**config.mk**
```make
export PLATFORM = sky130hd
export DESIGN_NAME = ica_iter_sequencer
export DESIGN_NICKNAME = d
export VERILOG_FILES = /design/src/rtl/ica_iter_sequencer.sv
export SDC_FILE = /design/constraint.sdc
export NUM_CORES = 1
export LEC_CHECK = 0
export ABC_AREA = 1
export ABC_CLOCK_PERIOD_IN_PS = 1500
export CAP_MARGIN = 40
export CORE_ASPECT_RATIO = 0.8
export CORE_MARGIN = 4
export CORE_UTILIZATION = 50
export CTS_CLUSTER_SIZE = 8
export DETAILED_ROUTE_END_ITERATION = 7
export MAX_ROUTING_LAYER = met4
export PLACE_DENSITY_LB_ADDON = 0.12
export SYNTH_ARGS = -nofsm -noshare
export SYNTH_HDL_FRONTEND = slang
export SYNTH_SLANG_ARGS = --single-unit
```
**constraint.sdc**
```tcl
create_clock -name clk_ica -period 1.5 [get_ports clk_ica]
set_input_delay 0.15 -clock clk_ica [delete_from_list [all_inputs] [get_ports clk_ica]]
set_output_delay 0.15 -clock clk_ica [all_outputs]
set_load 0.02 [all_outputs]
```
**src/rtl/ica_iter_sequencer.sv**
```systemverilog
// FastICA iteration sequencer: arms update and orth stages, then checks convergence.
// Define ICA_SEQ_TIMEOUT_EN to build the per-stage busy watchdog and the ERR path.
module ica_iter_sequencer #(
    parameter logic [6:0] MAX_ITER   = 7'd100,
    parameter logic [2:0] ARM_CYCLES = 3'd2,
    parameter logic [7:0] TIMEOUT    = 8'd127
) (
    input  logic       clk_ica,
    input  logic       go_ica,
    input  logic       start,
    input  logic       conv_valid,
    input  logic       conv_flag,
    input  logic       upd_busy,
    input  logic       symm_busy,
    output logic       go_upd,
    output logic       go_symm,
    output logic       ica_busy,
    output logic       ica_done,
    output logic       max_hit,
    output logic       timeout_err,
    output logic [6:0] iter_cnt
);

    typedef enum logic [2:0] {
        IDLE, ARM_UPD, RUN_UPD, ARM_SYMM,
        RUN_SYMM, CHECK, DONE, ERR
    } state_t;

    state_t     state_q, state_d;
    logic [2:0] arm_cnt_q, arm_cnt_d;
    logic [6:0] iter_q, iter_d;
    logic       max_q, max_d;
    logic       go_upd_q, go_symm_q;
    logic       busy_q, done_q;
    logic       wd_exp;

`ifdef ICA_SEQ_TIMEOUT_EN
    logic [7:0] wd_q, wd_d;
    logic       terr_q;

    assign wd_exp = (wd_q == TIMEOUT);

    // Counter is zero whenever a RUN state is entered.
    always_comb begin
        wd_d = 8'd0;
        if ((state_q == RUN_UPD || state_q == RUN_SYMM) &&
            state_d == state_q)
            wd_d = wd_q + 8'd1;
    end

    always_ff @(posedge clk_ica or negedge go_ica) begin
        if (!go_ica) begin
            wd_q   <= 8'd0;
            terr_q <= 1'b0;
        end else begin
            wd_q   <= wd_d;
            terr_q <= (state_d == ERR);
        end
    end

    assign timeout_err = terr_q;
`else
    assign wd_exp      = 1'b0;
    assign timeout_err = 1'b0;
`endif

    always_comb begin
        state_d   = state_q;
        arm_cnt_d = arm_cnt_q;
        iter_d    = iter_q;
        max_d     = max_q;
        unique case (state_q)
            IDLE, DONE, ERR: begin
                if (start) begin
                    state_d = ARM_UPD;
                    iter_d  = 7'd0;
                    max_d   = 1'b0;
                end
            end
            ARM_UPD, ARM_SYMM: begin
                if (arm_cnt_q == ARM_CYCLES - 3'd1) begin
                    arm_cnt_d = 3'd0;
                    state_d   = (state_q == ARM_UPD) ? RUN_UPD
                                                     : RUN_SYMM;
                end else begin
                    arm_cnt_d = arm_cnt_q + 3'd1;
                end
            end
            RUN_UPD: begin
                if (!upd_busy)
                    state_d = ARM_SYMM;
                else if (wd_exp)
                    state_d = ERR;
            end
            RUN_SYMM: begin
                if (!symm_busy) begin
                    state_d = CHECK;
                    iter_d  = iter_q + 7'd1;
                end else if (wd_exp) begin
                    state_d = ERR;
                end
            end
            CHECK: begin
                if (conv_valid) begin
                    if (conv_flag) begin
                        state_d = DONE;
                    end else if (iter_q >= MAX_ITER) begin
                        state_d = DONE;
                        max_d   = 1'b1;
                    end else begin
                        state_d = ARM_UPD;
                    end
                end
            end
        endcase
    end

    always_ff @(posedge clk_ica or negedge go_ica) begin
        if (!go_ica) begin
            state_q   <= IDLE;
            arm_cnt_q <= 3'd0;
            iter_q    <= 7'd0;
            max_q     <= 1'b0;
            go_upd_q  <= 1'b0;
            go_symm_q <= 1'b0;
            busy_q    <= 1'b0;
            done_q    <= 1'b0;
        end else begin
            state_q   <= state_d;
            arm_cnt_q <= arm_cnt_d;
            iter_q    <= iter_d;
            max_q     <= max_d;
            go_upd_q  <= (state_d == RUN_UPD);
            go_symm_q <= (state_d == RUN_SYMM);
            busy_q    <= (state_d != IDLE) && (state_d != DONE) &&
                         (state_d != ERR);
            done_q    <= (state_d == DONE);
        end
    end

    assign go_upd   = go_upd_q;
    assign go_symm  = go_symm_q;
    assign ica_busy = busy_q;
    assign ica_done = done_q;
    assign max_hit  = max_q;
    assign iter_cnt = iter_q;

endmodule

```
# Word-level counts from Yosys, hierarchy flattened
# Cells that the tools add are included.
# classes
n_reduce_logical,10
addsub,2
magnitude_cmp,1
eq_ne,18
mux,18
# op_table
operator,count
3-bit two-way mux,9
3-bit == test (second input constant),6
3-bit one-hot mux with 5 select lines,1
7-bit two-way mux,2
7-bit one-hot mux with 2 select lines,1
2-bit inequality test (second input constant),5
3-bit by 2-bit == test with 1-bit output (second input constant),3
7-bit by 1-bit adder with 7-bit output (second input constant),1
7-bit greater-or-equal comparator (second input constant),1
3-bit by 1-bit == test with 1-bit output (second input constant),2
3-bit inequality test (second input constant),2
5-bit AND reduction,1
1-bit two-way mux,4
2-bit nonzero test,2
3-bit by 1-bit adder with 3-bit output (second input constant),1
3-bit zero test,1
3-bit AND reduction,1
3-bit nonzero test,1
3-bit OR reduction,1
1-bit logical AND,2
1-bit one-hot mux with 2 select lines,1
2-bit OR reduction,1
# totals
ff_bits,18
input_bits,7
output_inout_bits,13
wordCells,57

# Logic depth before layout (Yosys ltp)
# Gate-level depths: netlist of the first run.
# logic_depth
ltp_word,8
ltp_mapped,11
depth_no_buf,11

# Worst setup path before layout of the first run
# OpenSTA, ideal clock, no wires.
# synth_path
path_kind,reg-to-reg
start,"register iter_q[3], in the netlist iter_cnt[3]"
end,"register busy_q, in the netlist ica_busy"
n_path_buf,0
required_ns,1.382
period_less_slack_ns,1.257
stages_incl_launch_ff,9
setup_ns,0.118
arrival_time_ns,1.139
setup_slack_ns,0.243
path_cell_list,dfrtp_1 -> nor2_1 -> nand2_1 -> nand2_1 -> nand2_1 -> nand2_1 -> nand4_1 -> nand3_1 -> nand2_1
# synth_between
elab_chain_len,8
word_cells_on_any_way,10
classes_between,order compare: 1; eq/ne: 2; mux: 4; reduce/logical: 3
# synth_rtl
item,line,rtl
from (decl),31,"logic [6:0] iter_q, iter_d;"
from (signal assigned),131,iter_q <= iter_d;
7-bit greater-or-equal comparator *,107,end else if (iter_q >= MAX_ITER) begin
3-bit two-way mux *,107,
3-bit two-way mux *,105,if (conv_flag) begin
3-bit two-way mux *,104,if (conv_valid) begin
3-bit one-hot mux with 5 select lines *,72,unique case (state_q)
via state_d[2],29,"state_t state_q, state_d;"
3-bit inequality test / 3-bit nonzero test (equally long branches),135,busy_q <= (state_d != IDLE) && (state_d != DONE) &&
1-bit logical AND,135,
1-bit logical AND *,135,
to (signal assigned),135,
to (decl),34,"logic busy_q, done_q;"
# The timed path passes the listed nets; every way through them passes the cells marked *.
# A chain may end at the register's enable or synchronous reset.

# Worst setup path after layout of the first run
# layout_path
start,"register iter_q[3], in the netlist iter_cnt[3]"
end,"register go_upd_q, in the netlist go_upd"
# layout_between
elab_chain_len,6
# layout_rtl
item,line,rtl
7-bit greater-or-equal comparator,107,
3-bit two-way mux,107,
3-bit two-way mux,105,
3-bit two-way mux,104,
3-bit one-hot mux with 5 select lines,72,
via state_d[2],29,
3-bit by 2-bit == test with 1-bit output,133,go_upd_q <= (state_d == RUN_UPD);
to (signal assigned),133,
to (decl),33,"logic go_upd_q, go_symm_q;"
# The timed path passes the listed nets, and every way through them passes these cells.

==> flow_summary_export.csv, run 1 <==
group,metric,value,unit
sta,period_minus_slack,1.40,ns
clock_network,cts_made_buffers,3,
setup_path,critPathRequiredTime,1.72,ns
grt,grt_max_degree,19,
setup_path,crit_path_cell_trace,"nor2_1, nand2_1, nand2_1, nand2_1, nand2_1, nand4_1, buf_4, nor2_1",
layout,antenna_cells,0,
clock_network,clockBufferDepth,2,
grt,track_usage,0.179,
logic_synthesis,synth.ff_latch_count,18,
logic_synthesis,netlist_area,0.00105,mm²
layout,layout_common_cells,"nand2_1, inv_1, dfrtp_1",
grt,grt_pass1_vias,859,
logic_synthesis,ys_warn_count,0,
layout,mostFrequentLayoutCell,"nand2_1",
status,outcome,"finished, final reports clean",
power_and_ir_drop,swShare,0.464,
routing,num_vias,900,
die,die_y,49.0,µm
layout,syn2layout_area_growth,25.9,%
placed_design,dp.cells,179,
min_path,hp-class,"in2async",
logic_synthesis,ys_types,25,
logic_synthesis,synthCells,136,
placed_design,globalplace.congestion,0.859,
power_and_ir_drop,pwr-share-clk,0.138,
placed_design,hpwl,1.71,mm
setup_path,reg2reg_to,"go_upd$_DFF_PN0_",
sta,fmax,717,MHz
grt,grt_pass1_wl,3.89,mm
sta,slew_violations,0,
setup_path,rr_worst_depth,8,
setup_path,critPathMaxStageDelay,0.47,ns
clock_network,path_clk_slew,0.12,ns
power_and_ir_drop,p_int,1180,µW
logic_synthesis,synth_area_per_cell,7.72,µm²
routing,wirelength,2.26,mm
grt,antenna_found_initial,0,
power_and_ir_drop,seqPwrFrac,0.320,
routing,viasPerCell,4.86,
routing,drt_iter0_markers,24,
layout,drive_gt1_frac,0.180,
die,core_area,0.00194,mm²
clock_network,h-tree-depth,1,
setup_path,arrival,1.62,ns
setup_path,reg2reg_slack,0.10,ns
clock_network,ctsRootBufferMaster,"clkbuf_4",
setup_path,crit_top_cell,"nand2_1",
setup_path,critPathSlowestCell,"dfrtp_2",
setup_path,crit_fanout,7,
grt,grt_overflow,0,
clock_network,numClockSinks,18,
layout,instances_no_fill,185,
die,dieArea,0.00290,mm²
power_and_ir_drop,p_sw,1020,µW
clock_network,clock_latency,0.30,ns
setup_path,r2r-start,"iter_cnt[3]$_DFFE_PN0P_",
layout,design_area,0.00132,mm²
sta,finClkSkew,0.0175,ns
die,rows,14,
sta,setup_violations,0,
flow_run,max-cap-violations,0,
power_and_ir_drop,p_leak,0.000755,µW
placed_design,portBuffers,18,
sta,period_share,0.930,
logic_synthesis,yosysSeqAreaShare,0.429,
die,start_util,0.540,
logic_synthesis,synth_nets,145,
setup_path,critPathTopFamily,"simple AND/OR/NAND/NOR gates",
clock_network,cts_tree,"built",
setup_path,cp.buffers_inverters,1,
layout,layout.nets,171,
power_and_ir_drop,power_frac_comb,0.542,
power_and_ir_drop,power_density,1670,mW/mm²
routing,detail-route-antenna-nets,0,
die,die_width,59.2,µm
die,pin_count,20,
placed_design,placed_area,0.00127,mm²
routing,wl_per_cell,12.2,µm
setup_path,cp-start-kind,"flip-flop",
setup_path,setup.worst_path.class,"reg2reg",
setup_path,end_kind,"flip-flop",
sta,hold_viol,0,
power_and_ir_drop,vdd.ir_drop.worst,0.00125,V
routing,drc,0,
routing,first_pass_iters,4,
==> cell type report <==
| class | count | area [µm²] |
|---|---|---|
| Timing Repair Buffer | 22 | 211 |
| Multi-Input combinational cell | 92 | 495 |
| Inverter | 25 | 96.3 |
| Clock buffer | 4 | 36.3 |
| Sequential cell | 18 | 452 |
| Fill cell | 173 | 623 |
| Tap cell | 24 | 30.0 |
==> Yosys cell counts <==
| cell | count | area, µm² |
|---|---|---|
| nand2_2 | 4 | 25.0 |
| xor2_1 | 5 | 43.8 |
| nand4_1 | 3 | 18.8 |
| inv_4 | 1 | 6.26 |
| nor2_1 | 8 | 30.0 |
| ha_1 | 2 | 25.0 |
| buf_4 | 1 | 7.51 |
| nor3_1 | 4 | 20.0 |
| a21oi_1 | 2 | 10.0 |
| nor2_2 | 3 | 18.8 |
| or2_2 | 1 | 6.26 |
| nand3b_1 | 2 | 15.0 |
| nor2_4 | 2 | 22.5 |
| nand2_1 | 34 | 128 |
| o21ai_1 | 2 | 10.0 |
| o21ai_2 | 1 | 8.76 |
| inv_2 | 5 | 18.8 |
| inv_1 | 19 | 71.3 |
| nand3_1 | 12 | 60.1 |
| conb_1 | 1 | 3.75 |
| nand3_2 | 1 | 10.0 |
| o21ai_0 | 2 | 10.0 |
| dfrtp_1 | 18 | 450 |
| a22oi_1 | 1 | 7.51 |
| nand2_4 | 2 | 22.5 |
==> worst register-to-register path, cell delays in order, from the launching register on <==
cell and delay (ns):
dfrtp_2 0.47, nor2_1 0.11, nand2_1 0.06, nand2_1 0.07
nand2_1 0.08, nand2_1 0.07, nand4_1 0.15, buf_4 0.19
nor2_1 0.10
==> worst max-delay path by stage <==
stage | start | to | slack [ns] | cells past startpoint
final | iter_cnt[3]$_DFFE_PN0P_ | go_upd$_DFF_PN0_ | 0.10 | 8
after global routing | iter_cnt[3]$_DFFE_PN0P_ | go_upd$_DFF_PN0_ | -0.03 | 8
after CTS | iter_cnt[0]$_DFFE_PN0P_ | iter_cnt[0] | 0.01 | 1
after detailed placement | conv_valid | ica_busy$_DFF_PN0_ | 0.003 | 8
after global placement | conv_valid | ica_busy$_DFF_PN0_ | 0.07 | 8
after floorplan | iter_cnt[3]$_DFFE_PN0P_ | ica_busy$_DFF_PN0_ | 0.24 | 8
==> power groups by stage <==
stage	clock (µW)	sequential, µW	combinational (µW)
2_1_floorplan	0	776	761
3_3_place_gp	0	710	1130
3_5_place_dp	0	715	1150
4_1_cts	311	705	1160
5_1_grt	342	723	1340
6_report	304	704	1190
==> stage by stage <==
step	util	worst slack, ns	TNS [ns]	power (µW)	hold slack [ns]
floorplan	-	0.243	0	1540	-0.146
global placement	0.652	0.0729	0	1840	0.473
detailed placement	0.652	0.00331	0	1860	0.484
CTS	0.667	0.0112	0	2170	0.161
global route	0.680	-0.0261	-0.0534	2400	0.164
finish	0.680	0.104	0	2200	0.153
==> sequential cells by signal, indices dropped and copies added (netlist names) <==
register / count
max_hit: 1
arm_cnt_q: 3
state_q: 3
go_upd: 1
ica_busy: 1
ica_done: 1
iter_cnt: 7
go_symm: 1
==> metal layers <==
layer,part of all wire,GRT usage
met5,0,-
met4,0.0084,0.0453
met3,0.064,0.0582
met2,0.42,0.255
met1,0.50,0.244
==> logic make-up after synthesis <==
kind of cell    Yosys count  synth area share
buf+inv                  26            0.0989
other cells               1           0.00357
simple gates             76             0.359
fa+ha+maj                 2            0.0238
flops                    18             0.429
xor+xnor                  5            0.0417
compound gates            8            0.0441
==> what timing repair did <==
action                                  CTS  global route
endpoints found under the setup margin    5             6
hold buffers                              0             0
setup buffers                             0             2
gates resized for setup                   5             4
Note: power is estimated with default switching activity, not from simulation.
==> inputs of run 2 (changes only) <==
--- a/config.mk
+++ b/config.mk
@@ -13,6 +13,7 @@
 export CORE_UTILIZATION = 50
 export CTS_CLUSTER_SIZE = 8
 export DETAILED_ROUTE_END_ITERATION = 7
+export HOLD_SLACK_MARGIN = 0.06
 export MAX_ROUTING_LAYER = met4
 export PLACE_DENSITY_LB_ADDON = 0.12
 export SYNTH_ARGS = -nofsm -noshare
==> results of run 2 <==
Final layout, timing and power as in run 1 (identical DEF).
==> inputs of run 3 (changes only) <==
--- a/config.mk
+++ b/config.mk
@@ -6,15 +6,14 @@
 export NUM_CORES = 1
 export LEC_CHECK = 0
 export ABC_AREA = 1
-export ABC_CLOCK_PERIOD_IN_PS = 1500
+export ABC_CLOCK_PERIOD_IN_PS = 1200
 export CAP_MARGIN = 40
 export CORE_ASPECT_RATIO = 0.8
 export CORE_MARGIN = 4
-export CORE_UTILIZATION = 50
+export CORE_UTILIZATION = 45
 export CTS_CLUSTER_SIZE = 8
 export DETAILED_ROUTE_END_ITERATION = 7
 export HOLD_SLACK_MARGIN = 0.06
-export MAX_ROUTING_LAYER = met4
 export PLACE_DENSITY_LB_ADDON = 0.12
 export SYNTH_ARGS = -nofsm -noshare
 export SYNTH_HDL_FRONTEND = slang
==> constraint.sdc (replaced) <==
create_clock -name clk_ica -period 1.2 [get_ports clk_ica]
set_input_delay 0.12 -clock clk_ica [delete_from_list [all_inputs] [get_ports clk_ica]]
set_output_delay 0.12 -clock clk_ica [all_outputs]
set_load 0.02 [all_outputs]
==> flow_summary_export.csv, run 3 (synthesis results as in run 1) <==
group,metric,value,unit
sta,fmax,712,MHz
grt,grt_pass1_vias,960,
setup_path,end_kind,"flip-flop",
grt,track_usage,0.188,
routing,viasPerCell,4.65,
layout,antenna_cells,0,
layout,design_area,0.00154,mm²
sta,period_share,1.17,
die,dieArea,0.00317,mm²
layout,layout.nets,195,
grt,grt_overflow,0,
die,rows,15,
placed_design,placed_area,0.00142,mm²
setup_path,setup.worst_path.class,"reg2reg",
clock_network,clock_latency,0.31,ns
clock_network,postCtsHoldBufs,0,
power_and_ir_drop,p_int,1670,µW
min_path,hp-class,"in2async",
die,die_y,51.2,µm
sta,period_minus_slack,1.40,ns
sta,timing.hold.ws,0.114,ns
sta,setup_violations,14,
clock_network,numClockSinks,18,
die,start_util,0.478,
status,violations,"negative setup slack",
routing,first_pass_iters,4,
clock_network,clockBufferDepth,2,
power_and_ir_drop,power_density,2020,mW/mm²
status,outcome,"complete, but fails checks",
die,pin_count,20,
grt,antenna_found_initial,0,
clock_network,path_clk_slew,0.12,ns
setup_path,arrival,1.62,ns
grt,grt_max_degree,19,
sta,finClkSkew,0.00558,ns
routing,detail-route-antenna-nets,0,
power_and_ir_drop,p_sw,1450,µW
power_and_ir_drop,pwr-share-clk,0.130,
setup_path,cp-start-kind,"flip-flop",
power_and_ir_drop,seqPwrFrac,0.289,
sta,hold_viol,0,
power_and_ir_drop,power,3120,µW
setup_path,crit_fanout,4,
clock_network,h-tree-depth,1,
power_and_ir_drop,vdd.ir_drop.worst,0.00157,V
grt,grt_pass1_wl,4.22,mm
layout,mostFrequentLayoutCell,"nand2_1",
layout,largest_reg_flops,7,
clock_network,cts_made_buffers,3,
sta,slew_violations,0,
clock_network,ctsRootBufferMaster,"clkbuf_4",
power_and_ir_drop,swShare,0.466,
layout,fillers,169,
placed_design,globalplace.congestion,0.817,
setup_path,critPathRequiredTime,1.42,ns
sta,fin_ws,-0.205,ns
layout,drive_gt1_frac,0.378,
routing,num_vias,977,
placed_design,portBuffers,18,
flow_run,max-cap-violations,0,
clock_network,cts_tree,"built",
layout,layout_common_cells,"nand2_1, buf_4, inv_1",
routing,wirelength,2.54,mm
power_and_ir_drop,p_leak,0.000833,µW
routing,drc,0,
routing,drt_iter0_markers,33,
placed_design,hpwl,1.83,mm
placed_design,post-place-ws,-0.237,ns
layout,syn2layout_area_growth,47.1,%
routing,wl_per_cell,12.1,µm
sta,rsz0062_at_grt,"true",
power_and_ir_drop,power_frac_comb,0.581,
die,core_area,0.00220,mm²
die,die_width,62,µm
## run 3: area by class of cell
| type | count | area [µm²] | area share |
|---|---|---|---|
| sequential | 18 | 458 | 0.297 |
| inverter | 25 | 98.8 | 0.0640 |
| tap | 25 | 31.3 | 0.0203 |
| timing repair buffer | 46 | 378 | 0.245 |
| multi-input combinational | 92 | 542 | 0.351 |
| clock buffer | 4 | 36.3 | 0.0235 |
## run 3: layer usage
metal,vias up,part of all wire,GRT usage
li1,517,-,-
met1,433,0.49,0.241
met2,21,0.44,0.283
met3,6,0.045,0.0631
met4,0,0.025,0.0848
met5,-,0,0
## run 3: path summary, 6_finish.rpt
| check | startpoint | cells after the start | to | slack (ns) |
|---|---|---|---|---|
| max | state_q[0]$_DFF_PN0_ | 6 | state_q[2]$_DFF_PN0_ | -0.20 |
| min | go_ica | 2 | iter_cnt[0]$_DFFE_PN0P_ | 0.11 |
| max reg2reg | state_q[0]$_DFF_PN0_ | 6 | state_q[2]$_DFF_PN0_ | -0.20 |
| min reg2reg | max_hit$_DFFE_PN0P_ | 2 | max_hit$_DFFE_PN0P_ | 0.56 |
| max in group asynchronous | go_ica | 2 | state_q[0]$_DFF_PN0_ | 0.87 |
| min in group clk_ica | symm_busy | 4 | iter_cnt[1]$_DFFE_PN0P_ | 0.45 |
## run 3: metrics by stage
stage                     cells  TNS [ns]  utilization
after floorplan             136    -0.188            -
after global placement      199     -1.47        0.648
after detailed placement    199     -1.75        0.648
after CTS                   208     -1.19        0.690
after global routing        210     -3.17        0.703
final                       210     -1.79        0.703
## run 3: what timing repair did
item                                   CTS  global route
gates resized for setup                 23            12
setup buffers                            5             2
pin swaps                               10            10
setup endpoints to repair               25            22
endpoints found under the hold margin    0             0
## run 3: worst max-delay path: stages, from the launching register on
cell,delay (ns)
dfrtp_2,0.47
inv_1,0.18
nor2_1,0.10
nand2_1,0.08
nand4_1,0.18
buf_4,0.19
buf_4,0.12
## run 3: power by group through the flow
stage | clock (µW) | combinational (µW) | sequential (µW)
after floorplan | 0 | 957 | 980
after global placement | 0 | 1580 | 895
after detailed placement | 0 | 1610 | 903
after CTS | 406 | 1720 | 889
after global routing | 436 | 2000 | 923
final | 405 | 1810 | 902
